$ cat src/rtl/ps2_key_tracker.sv
`timescale 1ns/1ps
// ---------------------------------------------------------------------------
// ps2_key_tracker
//   PS/2 scancode decoder for the synth keyboard front end. Consumes bytes
//   from the PS/2 receiver, resolves F0 (break) / E0 (extended) prefixes,
//   keeps a held-key bitmap for NUM_KEYS mapped keys and queues press/release
//   events in a small FIFO drained through a valid/ready handshake.
//
//   Optional feature macro: PS2_EXT_KEYS_EN
//     defined   : E0-prefixed codes are matched against KEY_MAP like plain codes
//     undefined : the byte after an E0 prefix is consumed with no action
//
// Ports
//   CLOCK_50      in   system clock, rising edge
//   RESET_N       in   asynchronous active-low reset
//   CODE_VALID    in   one-cycle strobe, CODEWORD holds a new byte
//   CODEWORD      in   [7:0] scancode byte
//   ALL_OFF       in   synchronous panic: release all, flush FIFO, clear prefix
//   teclas        out  [NUM_KEYS-1:0] held-key bitmap
//   evt_valid     out  FIFO not empty
//   evt_ready     in   consumer accepts head event
//   evt_key       out  [KEY_W-1:0] head event key index
//   evt_press     out  head event type (1 = press, 0 = release)
//   evt_overflow  out  sticky: an event was dropped on a full FIFO
// ---------------------------------------------------------------------------
module ps2_key_tracker #(
  parameter int                    NUM_KEYS  = 8,
  parameter logic [8*NUM_KEYS-1:0] KEY_MAP   = 64'h423B33342B231B1C,
  parameter int                    EVT_DEPTH = 4,
  localparam int                   KEY_W     = (NUM_KEYS > 1) ? $clog2(NUM_KEYS) : 1
) (
  input  logic                CLOCK_50,
  input  logic                RESET_N,
  input  logic                CODE_VALID,
  input  logic [7:0]          CODEWORD,
  input  logic                ALL_OFF,
  output logic [NUM_KEYS-1:0] teclas,
  output logic                evt_valid,
  input  logic                evt_ready,
  output logic [KEY_W-1:0]    evt_key,
  output logic                evt_press,
  output logic                evt_overflow
);

  localparam int PTR_W = $clog2(EVT_DEPTH);

`ifdef PS2_EXT_KEYS_EN
  localparam logic EXT_EN = 1'b1;
`else
  localparam logic EXT_EN = 1'b0;
`endif

  typedef enum logic [1:0] {
    ST_IDLE    = 2'd0,
    ST_BRK     = 2'd1,
    ST_EXT     = 2'd2,
    ST_EXT_BRK = 2'd3
  } state_t;

  state_t                r_state;
  state_t                w_state_nxt;
  logic [NUM_KEYS-1:0]   r_teclas;
  logic                  r_overflow;
  logic [PTR_W:0]        r_wr_ptr;
  logic [PTR_W:0]        r_rd_ptr;
  logic [KEY_W-1:0]      r_mem_key   [EVT_DEPTH];
  logic                  r_mem_press [EVT_DEPTH];

  logic                  w_ignore;
  logic                  w_is_f0;
  logic                  w_is_e0;
  logic                  w_do_make;
  logic                  w_do_break;
  logic                  w_hit;
  logic [KEY_W-1:0]      w_idx;
  logic                  w_push;
  logic                  w_pop;
  logic                  w_empty;
  logic                  w_full;
  logic                  w_wr_en;

  // Byte classification: prefixes and protocol bytes that never affect state
  always_comb begin
    w_is_f0  = (CODEWORD == 8'hF0);
    w_is_e0  = (CODEWORD == 8'hE0);
    case (CODEWORD)
      8'hAA, 8'hFA, 8'hEE, 8'hFE, 8'h00, 8'hFF: w_ignore = 1'b1;
      default:                                  w_ignore = 1'b0;
    endcase
  end

  // Key lookup; scanning downwards leaves the lowest matching index
  always_comb begin
    w_hit = 1'b0;
    w_idx = '0;
    for (int i = NUM_KEYS - 1; i >= 0; i--) begin
      if (CODEWORD == KEY_MAP[8*i +: 8]) begin
        w_hit = 1'b1;
        w_idx = i[KEY_W-1:0];
      end else begin
        w_hit = w_hit;
      end
    end
  end

  // Prefix FSM next state and make/break decision
  always_comb begin
    w_state_nxt = r_state;
    w_do_make   = 1'b0;
    w_do_break  = 1'b0;
    if (CODE_VALID && !w_ignore) begin
      case (r_state)
        ST_IDLE: begin
          if (w_is_f0)      w_state_nxt = ST_BRK;
          else if (w_is_e0) w_state_nxt = ST_EXT;
          else              w_do_make   = 1'b1;
        end
        ST_BRK: begin
          if (w_is_f0)      w_state_nxt = ST_BRK;
          else if (w_is_e0) w_state_nxt = ST_EXT_BRK;
          else begin
            w_do_break  = 1'b1;
            w_state_nxt = ST_IDLE;
          end
        end
        ST_EXT: begin
          if (w_is_f0)      w_state_nxt = ST_EXT_BRK;
          else if (w_is_e0) w_state_nxt = ST_EXT;
          else begin
            w_do_make   = EXT_EN;
            w_state_nxt = ST_IDLE;
          end
        end
        ST_EXT_BRK: begin
          if (w_is_f0 || w_is_e0) w_state_nxt = ST_EXT_BRK;
          else begin
            w_do_break  = EXT_EN;
            w_state_nxt = ST_IDLE;
          end
        end
        default: w_state_nxt = ST_IDLE;
      endcase
    end else begin
      w_state_nxt = r_state;
    end
  end

  // Event generation and FIFO bookkeeping; a pop frees a slot for a same-cycle push
  always_comb begin
    w_push  = w_hit && ((w_do_make && !r_teclas[w_idx]) || (w_do_break && r_teclas[w_idx]));
    w_empty = (r_wr_ptr == r_rd_ptr);
    w_full  = (r_wr_ptr[PTR_W] != r_rd_ptr[PTR_W]) &&
              (r_wr_ptr[PTR_W-1:0] == r_rd_ptr[PTR_W-1:0]);
    w_pop   = !w_empty && evt_ready;
    w_wr_en = w_push && (!w_full || w_pop);
  end

  // FSM state register
  always_ff @(posedge CLOCK_50 or negedge RESET_N) begin
    if (!RESET_N)     r_state <= ST_IDLE;
    else if (ALL_OFF) r_state <= ST_IDLE;
    else              r_state <= w_state_nxt;
  end

  // Held-key bitmap and sticky overflow flag
  always_ff @(posedge CLOCK_50 or negedge RESET_N) begin
    if (!RESET_N) begin
      r_teclas   <= '0;
      r_overflow <= 1'b0;
    end else if (ALL_OFF) begin
      r_teclas   <= '0;
      r_overflow <= 1'b0;
    end else begin
      if (w_push) r_teclas[w_idx] <= w_do_make;
      if (w_push && w_full && !w_pop) r_overflow <= 1'b1;
    end
  end

  // FIFO pointers, one extra bit separates full from empty
  always_ff @(posedge CLOCK_50 or negedge RESET_N) begin
    if (!RESET_N) begin
      r_wr_ptr <= '0;
      r_rd_ptr <= '0;
    end else if (ALL_OFF) begin
      r_wr_ptr <= '0;
      r_rd_ptr <= '0;
    end else begin
      if (w_wr_en) r_wr_ptr <= r_wr_ptr + {{PTR_W{1'b0}}, 1'b1};
      if (w_pop)   r_rd_ptr <= r_rd_ptr + {{PTR_W{1'b0}}, 1'b1};
    end
  end

  // FIFO storage
  always_ff @(posedge CLOCK_50 or negedge RESET_N) begin
    if (!RESET_N) begin
      for (int i = 0; i < EVT_DEPTH; i++) begin
        r_mem_key[i]   <= '0;
        r_mem_press[i] <= 1'b0;
      end
    end else if (w_wr_en && !ALL_OFF) begin
      r_mem_key[r_wr_ptr[PTR_W-1:0]]   <= w_idx;
      r_mem_press[r_wr_ptr[PTR_W-1:0]] <= w_do_make;
    end
  end

  assign teclas       = r_teclas;
  assign evt_valid    = !w_empty;
  assign evt_key      = r_mem_key[r_rd_ptr[PTR_W-1:0]];
  assign evt_press    = r_mem_press[r_rd_ptr[PTR_W-1:0]];
  assign evt_overflow = r_overflow;

endmodule

$ cat config.mk
export PLATFORM = sky130hd
export DESIGN_NAME = ps2_key_tracker
export DESIGN_NICKNAME = d
export VERILOG_FILES = /design/src/rtl/ps2_key_tracker.sv
export SDC_FILE = /design/constraint.sdc
export NUM_CORES = 1
export LEC_CHECK = 0
export BUFFER_PORTS_ARGS = -buffer_cell sky130_fd_sc_hd__buf_4
export CAP_MARGIN = 20
export CELL_PAD_IN_SITES_DETAIL_PLACEMENT = 0
export CELL_PAD_IN_SITES_GLOBAL_PLACEMENT = 2
export CORE_ASPECT_RATIO = 0.6
export CORE_MARGIN = 3
export CORE_UTILIZATION = 34
export DETAILED_ROUTE_END_ITERATION = 8
export GPL_TIMING_DRIVEN = 0
export PLACE_DENSITY_LB_ADDON = 0.1
export SLEW_MARGIN = 15
export SYNTH_ARGS = -nofsm -noshare
export SYNTH_HDL_FRONTEND = slang
export SYNTH_SLANG_ARGS = --single-unit
export TNS_END_PERCENT = 1
$ cat constraint.sdc
create_clock -name CLOCK_50 -period 2.2 [get_ports CLOCK_50]
set_clock_uncertainty 0.2 [all_clocks]
set_input_delay 0 -clock CLOCK_50 [delete_from_list [all_inputs] [get_ports CLOCK_50]]
set_output_delay 0 -clock CLOCK_50 [all_outputs]
set_load 0.03 [all_outputs]
==> results of run 1 <==
[flip-flops by register name, summed over array words and instances (netlist names)]
register / count
r_rd_ptr: 3
teclas: 8
evt_overflow: 1
r_mem_press: 4
r_wr_ptr: 3
r_mem_key: 12
r_state: 2
[layer usage]
layer  GRT usage  wire (um)  vias to the layer above
met4      0.0567         76                        0
met2       0.260       2540                       40
li1            -          -                      877
met1       0.271       3120                      904
met5           0          0                        -
met3      0.0396        259                        7
[through the flow]
| stage | cell area, sq um | hold WS [ns] | cells |
|---|---|---|---|
| floorplan | 2180 | -0.496 | 211 |
| global placement | 2440 | -0.234 | 313 |
| detailed placement | 2440 | -0.221 | 313 |
| CTS | 2780 | 0.0114 | 336 |
| global route | 2840 | 0.0724 | 339 |
| finish | 2840 | 0.0284 | 339 |
[cell usage after synthesis (5+ instances only)]
library cell   n
mux2_4         6
mux2_1         8
nor3_1         5
a21oi_1       12
nand2_1       15
o21ai_0       10
dfrtp_1       33
clkbuf_1       5
mux4_2         5
nand4_1        9
ha_1           5
inv_1         10
a31oi_1        5
nor2_1        16
[worst max-delay path: cells and delay by family (launching register included)]
family,cells,cell delay (ns)
AOI/OAI and AO/OA,2,0.40
xor gates and xnor gates,1,0.16
muxes,2,0.78
and+or+nand+nor,1,0.28
DFF,1,0.41
buffers and inverters,1,0.13
[timing repair]
item | in CTS | in global routing
buffers inserted | 10 | 3
hold endpoints to repair | 40 | 0
hold buffers | 6 | 0
resized for setup | 13 | 8
pin swaps | 4 | 9
endpoints found under the setup margin | 27 | 27
[layout make-up]
type / instances / area (sq um) / share of cell area
inverter: 10 / 37.5 / 0.0132
clock buffer: 5 / 68.8 / 0.0242
sequential: 33 / 831 / 0.292
buffer: 11 / 75.1 / 0.0264
clock inverter: 3 / 65.1 / 0.0229
timing repair buffer: 41 / 330 / 0.116
multi-input combinational: 156 / 1330 / 0.469
tap: 80 / 100 / 0.0352
[power by group]
group	switching [mW]	internal [mW]
Sequential	0.00587	0.612
Clock	0.247	0.450
Combinational	0.108	0.0729
Total	0.361	1.14
[worst max-delay path by stage]
| stage | to | slack (ns) |
|---|---|---|
| 3_5_place_dp | r_mem_key[2]$_DFFE_PN0P_ | -1.01 |
| 6_report | r_mem_key[1]$_DFFE_PN0P_ | -0.28 |
| 2_1_floorplan | r_mem_key[0]$_DFFE_PN0P_ | -0.33 |
| 3_3_place_gp | r_mem_key[4]$_DFFE_PN0P_ | -1.05 |
| 5_1_grt | r_wr_ptr[2]$_DFFE_PN0P_ | -0.33 |
| 4_1_cts | r_mem_key[0]$_DFFE_PN0P_ | -0.28 |
[placed cells by master, fill, tap and decap left out, drive strengths merged, types with 9 or more instances in the layout]
cell	instances
clkbuf	9
o21ai	10
inv	10
a21oi	12
nand4	9
mux2	14
dfrtp	33
nand2	15
nor2	16
buf	42
[cell families after synthesis]
logic type	count (synthesis)	share of synthesized area
simple gates	82	0.240
compound gates	42	0.125
flops	33	0.381
buf+inv	22	0.0485
mux	19	0.135
xor+xnor	8	0.0410
fa+ha+maj	5	0.0289
==> qor.yml, run 1 <==
num_vias: 1828
synth_edf_count: 0
areaGrowthSynthToFinish_pct: 31.1
dieArea_sq_um: 7400
clock-sinks: 33
vias_per_cell: 5.39
drt-initial-drc-count: 56
cp-start-kind: "flip-flop"
drv_slew: 0
final_layout_size_suffix_gt1_frac: 0.355
async_reset_ff_frac: 1.00
antenna_cells: 0
clk_pin_slew_ns: 0.07
rows: 21
wire_per_inst_um: 17.7
hold_class: "input pin to flip-flop"
dp_hpwl_um: 4250
r2r_setup_slack_ns: -0.28
synth_top_area_share: 0.381
core_area_sq_um: 5860
initial_utilization: 0.370
fin_crit_ns: 2.48
hp-start: "CODE_VALID"
netlist-cell-type-count: 53
utilization: 0.485
antenna_found_initial: 0
setup_viol: 25
root_buffer: "clkbuf_8"
failed_checks: "negative setup slack"
max-slew-margin-rel: 0.440
min_to: "r_state[1]$_DFFE_PN0P_"
grt_usage: 0.181
hold_depth: 6
syn_area_per_cell_sq_um: 10.3
rsz0062_at_grt: "true"
drt_first_pass_iters: 4
grt-ovfl-total: 0
setup_ws_ns: -0.281
worstPathArrival_ns: 2.46
maxCapViolations: 0
fillers: 553
crit_path_cell_trace: "mux4_2, o32ai_2, a211o_1, buf_6, xnor2_4, and3_4, mux2_4"
crit_path_top_delay_cell: "mux4_2"
vdd_ir_drop_max_mv: 0.220
final-hold-violation-count: 0
clk_latency_ns: 0.29
cts_tree: "done"
die_h_um: 67.8
worstReg2RegStart: "teclas[6]$_DFFE_PN0P_"
synthFlopType: "dfrtp_1"
cts_max_level: 2
place.gp.congestion: 0.798
leakagePower_nw: 1.24
clockBufferDepth: 2
worstPathMaxFanout: 5
wirelength_um: 5990
post-route-drc-count: 0
die_w_um: 109
syn_inst: 211
fin_total_pwr_mw: 1.50
maxClockFrequency_mhz: 403
r2r-end: "r_mem_key[1]$_DFFE_PN0P_"
required_ns: 2.18
syn_nets: 229
synth-seq-cells: 33
ant_nets: 0
worstSetupPathType: "flip-flop to flip-flop"
fin_tns_setup_ns: -4.42
grt_pass1_vias: 1868
fin_nets: 276
max_stage_delay_ns: 0.48
synth_top_area_cell: "dfrtp_1"
yosysSeqAreaShare: 0.381
numPortBuffers: 22
grt_max_degree: 19
r2r_cells: 7
synth_area_leaders: "dfrtp_1 38%, mux4_2 5.2%, mux2_1 4.2%"
cts_buffers: 5
power_density_nw_per_um2: 527
status: "finished with violations"
synth_warnings: 0
finalCritPeriodShare: 1.13
ioPinCount: 27
synth_area_sq_um: 2170
cp-end-kind: "flip-flop"
grt_pass1_wl_um: 10000
tightest_slew_ns: 0.837
dp_worst_setup_slack_ns: -1.01
worstSetupStartpoint: "teclas[6]$_DFFE_PN0P_"
Note: power is estimated with default switching activity, not from simulation.
==> inputs of run 2 (changes only) <==
Settings changed: TNS_END_PERCENT 1 to not set.
==> qor.yml, run 2 (synthesis gave the netlist of run 1 again) <==
clock-sinks: 33
failed_checks: "negative hold slack, negative setup slack"
grt-ovfl-total: 0
largest_reg_flops: 12
ioPinCount: 27
status: "finished with violations"
hold_ws_ns: -0.00527
antenna_found_initial: 0
dieArea_sq_um: 7400
worstPathArrival_ns: 2.42
fin_tns_setup_ns: -3.79
post-route-drc-count: 0
dp_hpwl_um: 4190
utilization: 0.481
cp-start-kind: "flip-flop"
ant_nets: 0
setup_ws_ns: -0.253
die_h_um: 67.8
setup_viol: 24
clk_latency_ns: 0.29
drt_first_pass_iters: 4
wirelength_um: 5920
routed.top_layer: "met4"
clk_pin_slew_ns: 0.08
fin_crit_ns: 2.45
num_vias: 1825
areaGrowthSynthToFinish_pct: 30.0
antenna_cells: 0
mostFrequentLayoutCells: "37 x buf_4, 28 x dfrtp_1, 16 x nor2_1"
final-hold-violation-count: 4
seqCellArea_sq_um: 832
wire_per_inst_um: 17.6
power_density_nw_per_um2: 469
fillers: 541
core_area_sq_um: 5860
grt_max_degree: 34
numPortBuffers: 22
root_buffer: "clkbuf_8"
cts_buffers: 5
rows: 21
finalCritPeriodShare: 1.11
clockBufferDepth: 2
required_ns: 2.17
place.gp.congestion: 0.800
die_w_um: 109
cts_max_level: 2
dpl-instance-area_sq_um: 2480
maxCapViolations: 0
vdd_ir_drop_max_mv: 0.238
routed-wl-met2_um: 2490
vias_per_cell: 5.42
multi_input_area_sq_um: 1370
fin_total_pwr_mw: 1.32
worstSetupPathType: "flip-flop to flip-flop"
drt-initial-drc-count: 70
regMostFlops: "r_mem_key"
hold_class: "input pin to asynchronous set/reset pin"
drv_slew: 0
worstPathMaxFanout: 5
cp-end-kind: "flip-flop"
grt_usage: 0.171
wl_met1_um: 3160
cts_tree: "done"
maxClockFrequency_mhz: 408
grt_pass1_wl_um: 9590
met3_length_um: 227
fin_nets: 274
grt_pass1_vias: 1744
final_layout_size_suffix_gt1_frac: 0.397
layout_commonest_cell: "buf_4"
leakagePower_nw: 1.24
max-slew-margin-rel: 0.450
rsz0062_at_grt: "true"
tightest_slew_ns: 0.818
initial_utilization: 0.370
finish.instance_area_sq_um: 2820
[run 2: cell count changes in the layout (fill, tap and decap cells not counted), moves of 2 or more]
| cell | before | now |
|---|---|---|
| buf_4 | 34 | 37 |
| buf_6 | 4 | 2 |
| bufinv_16 | 2 | 0 |
| clkbuf_8 | 5 | 7 |
| dlygate4sd3_1 | 6 | 3 |
| mux2_1 | 7 | 0 |
| mux2_4 | 7 | 14 |
| xor2_1 | 2 | 4 |
| xor2_2 | 2 | 0 |
[run 2: worst paths after layout]
| check | start | end | slack (ns) | depth (start not counted) |
|---|---|---|---|---|
| worst max-delay path | teclas[6]$_DFFE_PN0P_ | r_mem_key[1]$_DFFE_PN0P_ | -0.25 | 7 |
| worst min-delay path | RESET_N | r_state[0]$_DFFE_PN0P_ | -0.005 | 2 |
| worst max register to register | teclas[6]$_DFFE_PN0P_ | r_mem_key[1]$_DFFE_PN0P_ | -0.25 | 7 |
| worst min register to register | r_mem_key[1]$_DFFE_PN0P_ | r_mem_key[1]$_DFFE_PN0P_ | 0.31 | 1 |
| max in group asynchronous | RESET_N | teclas[3]$_DFFE_PN0P_ | 1.46 | 2 |
| min in group CLOCK_50 | CODE_VALID | r_state[1]$_DFFE_PN0P_ | 0.01 | 6 |
[run 2: repair_timing]
action,CTS,global route
setup buffers,11,3
pin swaps,10,5
endpoints found under the setup margin,27,27
hold endpoints to repair,38,0
hold buffers,3,0
gates resized for setup,10,9
[run 2: per-stage QoR]
step / instances / setup slack (ns)
final: 337 / -0.253
after global placement: 313 / -1.06
after global routing: 337 / -0.319
after detailed placement: 313 / -0.958
after CTS: 334 / -0.260
after floorplan: 211 / -0.321
[run 2: per-layer routing]
layer  vias up  GRT usage
met5         -          0
met4         0     0.0331
met3         5     0.0377
met2        35      0.241
met1       916      0.266
li1        869          -
[run 2: power breakdown]
part	switching [mW]	internal, mW
Combinational	0.109	0.0735
Clock	0.236	0.283
Sequential	0.00602	0.613
Total	0.352	0.969
[run 2: critical path, stage by stage, from the launching register on]
cell and delay [ns]:
dfrtp_2 0.41, mux4_2 0.48, o32ai_2 0.21, a211o_1 0.14, buf_6 0.15, xnor2_4 0.17, and3_4 0.28, mux2_4 0.30
[run 2: area by class of cell]
type | instances | area share
multi-input combinational | 156 | 0.486
sequential | 33 | 0.295
timing repair buffer | 39 | 0.107
tap | 80 | 0.0355
clock buffer | 7 | 0.0342
buffer | 11 | 0.0267
inverter | 10 | 0.0133
clock inverter | 1 | 0.00178
